$ cat src/rtl/prog_loader_pkg.sv
// rtl/prog_loader_pkg.sv - shared states and constants for the program loader
package prog_loader_pkg;

    localparam int BYTES_PER_WORD = 4;

    typedef enum logic [2:0] {
        ST_IDLE,
        ST_CLR,
        ST_COLLECT,
        ST_WRITE,
        ST_REWIND,
        ST_RUN
    } state_t;

endpackage

$ cat src/rtl/prog_loader_word_packer.sv
// rtl/prog_loader_word_packer.sv - little-endian byte-to-word assembly register
module word_packer
    import prog_loader_pkg::*;
#(
    parameter int WORD_WIDTH = 32
) (
    input  logic                  clk,
    input  logic                  rst,
    input  logic                  clear,
    input  logic                  byte_en,
    input  logic [1:0]            byte_idx,
    input  logic [7:0]            byte_in,
    output logic [WORD_WIDTH-1:0] word,
    output logic                  word_full
);

    logic [WORD_WIDTH-1:0] word_q;
    logic [WORD_WIDTH-1:0] word_d;
    logic [WORD_WIDTH-1:0] word_asm;

    // word exposes the merge including this cycle's byte so the top can capture a complete word
    always_comb begin
        word_asm = word_q;
        if (byte_en) begin
            word_asm[{byte_idx, 3'b000} +: 8] = byte_in;
        end
        word_d = clear ? '0 : word_asm;
    end

    assign word      = word_asm;
    assign word_full = byte_en && (byte_idx == 2'(BYTES_PER_WORD - 1));

    always_ff @(posedge clk or posedge rst) begin
        if (rst) begin
            word_q <= '0;
        end else begin
            word_q <= word_d;
        end
    end

endmodule

$ cat src/rtl/prog_loader.sv
// rtl/prog_loader.sv - loads a byte stream into instruction memory, then releases the core to run
module prog_loader
    import prog_loader_pkg::*;
#(
    parameter int CNT_SIZE   = 7,
    parameter int WORD_WIDTH = 32
) (
    input  logic                  clk,
    input  logic                  rst,
    input  logic                  start,
    input  logic                  abort,
    input  logic [CNT_SIZE-1:0]   num_words,
    input  logic                  byte_valid,
    input  logic [7:0]            byte_data,
    output logic                  byte_ready,
    output logic                  ld_en,
    output logic [WORD_WIDTH-1:0] Load_data,
    output logic                  rst_counter,
    output logic                  rd_en,
    output logic                  busy,
    output logic [CNT_SIZE-1:0]   words_loaded
);

    state_t                state_q, state_d;
    logic [CNT_SIZE-1:0]   count_q, count_d;
    logic [CNT_SIZE-1:0]   words_q, words_d;
    logic [CNT_SIZE-1:0]   words_inc;
    logic [1:0]            idx_q, idx_d;
    logic [WORD_WIDTH-1:0] load_data_q, load_data_d;
    logic                  ld_en_q, ld_en_d;
    logic                  rd_en_q, rd_en_d;
    logic                  rst_counter_q, rst_counter_d;
    logic                  byte_ready_q, byte_ready_d;
    logic                  busy_q, busy_d;

    logic                  accept;
    logic                  pk_clear;
    logic                  pk_full;
    logic [WORD_WIDTH-1:0] pk_word;

    assign accept    = byte_ready_q && byte_valid;
    assign words_inc = words_q + CNT_SIZE'(1);

    word_packer #(
        .WORD_WIDTH(WORD_WIDTH)
    ) u_packer (
        .clk      (clk),
        .rst      (rst),
        .clear    (pk_clear),
        .byte_en  (accept),
        .byte_idx (idx_q),
        .byte_in  (byte_data),
        .word     (pk_word),
        .word_full(pk_full)
    );

    always_comb begin
        state_d  = state_q;
        count_d  = count_q;
        words_d  = words_q;
        idx_d    = idx_q;
        pk_clear = 1'b0;

        if (abort) begin
            state_d  = ST_IDLE;
            idx_d    = 2'd0;
            pk_clear = 1'b1;
        end else begin
            unique case (state_q)
                ST_IDLE, ST_RUN: begin
                    if (start) begin
                        count_d  = num_words;
                        words_d  = '0;
                        idx_d    = 2'd0;
                        pk_clear = 1'b1;
                        state_d  = ST_CLR;
                    end
                end
                ST_CLR: begin
                    state_d = (count_q == '0) ? ST_REWIND : ST_COLLECT;
                end
                ST_COLLECT: begin
                    if (accept) begin
                        idx_d = idx_q + 2'd1;
                        if (pk_full) begin
                            state_d = ST_WRITE;
                        end
                    end
                end
                ST_WRITE: begin
                    words_d  = words_inc;
                    idx_d    = 2'd0;
                    pk_clear = 1'b1;
                    state_d  = (words_inc == count_q) ? ST_REWIND : ST_COLLECT;
                end
                ST_REWIND: begin
                    state_d = ST_RUN;
                end
                default: begin
                    state_d = ST_IDLE;
                end
            endcase
        end
    end

    // Strobes are decoded from the next state so they leave flops aligned with the state they belong to
    always_comb begin
        ld_en_d       = (state_d == ST_WRITE);
        rd_en_d       = (state_d == ST_RUN);
        rst_counter_d = (state_d == ST_CLR) || (state_d == ST_REWIND);
        byte_ready_d  = (state_d == ST_COLLECT);
        busy_d        = (state_d == ST_CLR) || (state_d == ST_COLLECT) ||
                        (state_d == ST_WRITE) || (state_d == ST_REWIND);
        load_data_d   = load_data_q;
        if ((state_d == ST_WRITE) && (state_q == ST_COLLECT)) begin
            load_data_d = pk_word;
        end
    end

    always_ff @(posedge clk or posedge rst) begin
        if (rst) begin
            state_q       <= ST_IDLE;
            count_q       <= '0;
            words_q       <= '0;
            idx_q         <= 2'd0;
            load_data_q   <= '0;
            ld_en_q       <= 1'b0;
            rd_en_q       <= 1'b0;
            rst_counter_q <= 1'b0;
            byte_ready_q  <= 1'b0;
            busy_q        <= 1'b0;
        end else begin
            state_q       <= state_d;
            count_q       <= count_d;
            words_q       <= words_d;
            idx_q         <= idx_d;
            load_data_q   <= load_data_d;
            ld_en_q       <= ld_en_d;
            rd_en_q       <= rd_en_d;
            rst_counter_q <= rst_counter_d;
            byte_ready_q  <= byte_ready_d;
            busy_q        <= busy_d;
        end
    end

    assign byte_ready   = byte_ready_q;
    assign ld_en        = ld_en_q;
    assign Load_data    = load_data_q;
    assign rst_counter  = rst_counter_q;
    assign rd_en        = rd_en_q;
    assign busy         = busy_q;
    assign words_loaded = words_q;

endmodule

$ cat config.mk
export PLATFORM = sky130hd
export DESIGN_NAME = prog_loader
export DESIGN_NICKNAME = d
export VERILOG_FILES = /design/src/rtl/prog_loader_pkg.sv /design/src/rtl/prog_loader_word_packer.sv /design/src/rtl/prog_loader.sv
export SDC_FILE = /design/constraint.sdc
export NUM_CORES = 1
export LEC_CHECK = 0
export CAP_MARGIN = 25
export CORE_ASPECT_RATIO = 0.5
export CORE_MARGIN = 2
export CORE_UTILIZATION = 40
export DETAILED_ROUTE_END_ITERATION = 8
export PLACE_DENSITY_LB_ADDON = 0.15
export SLEW_MARGIN = 10
export SYNTH_ARGS = -nofsm -noshare
export SYNTH_HDL_FRONTEND = slang
export SYNTH_SLANG_ARGS = --single-unit
$ cat constraint.sdc
create_clock -name clk -period 3.3 [get_ports clk]
set_input_delay 0.495 -clock clk [delete_from_list [all_inputs] [get_ports clk]]
set_output_delay 0.495 -clock clk [all_outputs]
set_load 0.1 [all_outputs]
==> metrics.txt <==
Synth area leader dfrtp_1; reg2reg end Load_data[16]$_DFFE_PP0P_; IO buf count 63; final hold violation count 0; Crit path largest cell delay 0.67 ns; Final ANT Viol Nets 0; Mapped Cells 356; vias in the first global route 2,870; Worst VDD drop 0.3843 mV; hpwl dp 6072 um; Post-synth EDFFs 0; Std-Cell Rows 25; Sequential Power Share 47.6%; Syn Std Cell Area 0.003834 mm^2; TritonCTS Buffers 9; Die H 73.23 um; Simple-Gate Fraction of Synth Area 15.57%; RSZ-0062 raised after global routing no; Period minus WS final 2.427 ns; die width 142.5 um; Post-synth ARST share 100.0%; main flop type after synthesis dfrtp_1; post-cts sizing count 0; DRT Wirelength 8729 um; root buf cell clkbuf_16; Area contributors post-synth dfrtp_1, a22oi_1, o21ai_0; most used cell, CP inv_1; Static Leak 2.111 nW; DR iter-0 viols 113; CP endpoint kind flop; Layout Area Growth over Synthesis 25.78%; compound-cell area share of the yosys netlist 15.63%; clock-pin slew on the worst setup and hold paths 0.06 ns; FILL cells 843; initial antenna violation count 0; clock buffer depth 2; Fmax 412.0 MHz; Std-Cell Core Area 0.009384 mm^2; pin count of the biggest net entering global routing 66; critical-path cell list inv_1 -> ha_1 -> inv_1 -> nor4_2 -> a22oi_1 -> o21ai_0; Clk pwr share 42.3%; post-synth cell types 48; total number of vias 2,826; pwr dens 499.9 mW/mm^2; TritonRoute pass-1 iters 4; clock skew 0.007548 ns; sequential share of the synthesized area 57.44%; Remaining DRCs 0; Placer Congestion 0.7837; CTS Hold Bufs 0; antenna cells 0; Die Footprint 0.01043 mm^2; worst-margin pin slew 0.9912 ns; layout net count 442; Critical Path Source Type flop; Initial Util 40.85%; status completed; slowest CP cell nor4_2; Mean Syn Cell Area 10.77 um^2; period utilisation layout 73.55%; flop-to-flop setup slack 0.87 ns; clock latency on the worst-skew pair 0.34 ns; XOR/XNOR Fraction of Synth Area 2.513%; Syn. warnings 0; Reg2Reg Depth 6; TritonCTS clock tree done; multiplexer share of the synthesized area 2.905%; top cell type's share of synthesized area 57.44%; switching pwr 598.1 uW; #FFs+latches synth 88; largest family of logic cells by synthesized area compound AO/OA/AOI/OAI gates; synthesized net count 382; Combinational Power Share 10.1%; post-route setup TNS 0 ns; gr ovfl total 0; Hold WS 0.4795 ns; Tot GR Track Use 18.44%; critical path fanouts, max 8; final-report setup violation count 0; Max Slew Vio Count 0; worst relative slew slack 33.71%; CTS HTree Levels 3; max_cap viols 0; crit path DAT 2.67 ns; Crit Reg-Reg Startpoint idx_q[0]$_DFFE_PP0P_; HP Class flop to flop; Crit. Startpoint idx_q[0]$_DFFE_PP0P_; CP endpoint Load_data[16]$_DFFE_PP0P_; internal power 1.813 mW; vias per cell 5.214; setup bufs post-CTS 0; Num Clock Sinks 88; first-pass GRT wire length 14,440 um; per-cell routed wire length 16.11 um; CP required 3.55 ns; Post-Synth Adder-Cell Area 1.958%; Worst Path Class, Setup flop to flop; sw frac 24.81%; io pins 64; layout cells sized above 1 14.73%
critical path: cells and delay by family, from the launching register on:
family                     cells  cell delay [ns]
and+or+nand+nor                1             0.67
AOI/OAI and AO/OA              2             0.38
DFF                            1             0.45
buffers and inverters          2             0.36
adders and majority gates      1             0.47
state kept, by name, summed over array words and instances (netlist names):
name and cells:
rst_counter 1, ld_en 1, idx_q 2, count_q 7, byte_ready 1, busy 1
u_packer.word_q 32, state_q 3, words_loaded 7, Load_data 32, rd_en 1
area by class of cell:
type	count	area [um^2]	area share, %
flip-flops and latches	88	2202	45.67
multi-input cells	237	1483	30.75
repair buffers	69	638.1	13.23
clock buffers	10	239.0	4.956
well taps	121	151.4	3.140
clock inverters	6	66.31	1.375
inverters	11	42.54	0.8822
cells by family (layout without fill, tap and decap cells):
logic type / after synthesis / count (layout)
AO/OA/AOI/OAI: 95 / 95
XOR/XNOR: 11 / 11
adder cells (fa/ha/maj): 6 / 6
buffers and inverters: 31 / 96
flip-flops: 88 / 88
multiplexers: 10 / 10
AND/OR/NAND/NOR: 115 / 115
layout by cell type (no fill, tap or decap), types with 2 or more instances in the layout:
cell type / netlist / routed
clkbuf_16: 0 / 9
dfrtp_1: 88 / 88
or3_1: 2 / 2
xor2_1: 6 / 6
nand3_2: 2 / 2
o21bai_1: 3 / 3
nor4_4: 2 / 2
a31oi_1: 4 / 4
inv_1: 11 / 10
ha_1: 6 / 6
a21oi_1: 4 / 4
nand3_1: 4 / 4
o21ai_0: 40 / 40
nor2b_1: 2 / 2
nand2_1: 44 / 44
o21ai_1: 3 / 2
buf_4: 2 / 21
nand3b_1: 2 / 2
a22oi_1: 32 / 32
and3_1: 3 / 3
mux2_2: 9 / 9
clkinv_2: 0 / 3
xnor2_1: 5 / 5
nor2_1: 39 / 39
clkinv_4: 0 / 2
nor4_1: 2 / 2
clkdlybuf4s50_1: 0 / 48
o22ai_1: 2 / 2
how the worst min path moves through the flow:
stage | to | cells after the start | startpoint
floorplan | u_packer.word_q[10]$_DFF_PP0_ | 2 | u_packer.word_q[10]$_DFF_PP0_
global placement | Load_data[0]$_DFFE_PP0P_ | 2 | Load_data[0]$_DFFE_PP0P_
detailed placement | Load_data[0]$_DFFE_PP0P_ | 2 | Load_data[0]$_DFFE_PP0P_
CTS | Load_data[31]$_DFFE_PP0P_ | 2 | Load_data[31]$_DFFE_PP0P_
global route | Load_data[24]$_DFFE_PP0P_ | 2 | Load_data[24]$_DFFE_PP0P_
finish | Load_data[31]$_DFFE_PP0P_ | 2 | Load_data[31]$_DFFE_PP0P_
stage by stage:
| step | setup slack (ns) | utilization [%] | instance area, um^2 | cells | power (mW) |
|---|---|---|---|---|---|
| 2_1_floorplan | 0.5264 | - | 3834 | 356 | 1.328 |
| 3_3_place_gp | 0.7515 | 48.13 | 4517 | 526 | 1.408 |
| 3_5_place_dp | 0.7204 | 48.13 | 4517 | 526 | 1.414 |
| 4_1_cts | 0.8974 | 51.39 | 4822 | 542 | 2.446 |
| 5_1_grt | 0.6157 | 51.39 | 4822 | 542 | 2.523 |
| 6_report | 0.8730 | 51.39 | 4822 | 542 | 2.411 |
power groups by stage:
stage	Sequential, mW	Combinational, mW	Clock [mW]
floorplan	1.19	0.138	0
global placement	1.17	0.241	0
detailed placement	1.17	0.246	0
CTS	1.15	0.247	1.05
global route	1.15	0.267	1.10
finish	1.15	0.243	1.02
Yosys cell counts (2+ instances only):
cell type / number
o21bai_1: 3
o21ai_0: 40
nor2b_1: 2
a21oi_1: 4
buf_2: 5
clkbuf_1: 10
buf_4: 2
a22oi_1: 32
buf_6: 3
or3_1: 2
nand3b_1: 2
xor2_1: 6
o21ai_1: 3
o22ai_1: 2
a31oi_1: 4
mux2_2: 9
and3_1: 3
dfrtp_1: 88
xnor2_1: 5
nand3_2: 2
ha_1: 6
nor4_1: 2
nand3_1: 4
inv_1: 11
nand2_1: 44
nor2_1: 39
nor4_4: 2
per-layer routing:
layer,track usage (%),vias to the layer above,share of wire [%]
li1,-,1368,-
met1,23.66,1391,45
met2,30.13,60,50
met3,5.840,7,4.0
met4,6.161,0,1.0
met5,0,-,0
(Power assumes the default switching activity.)
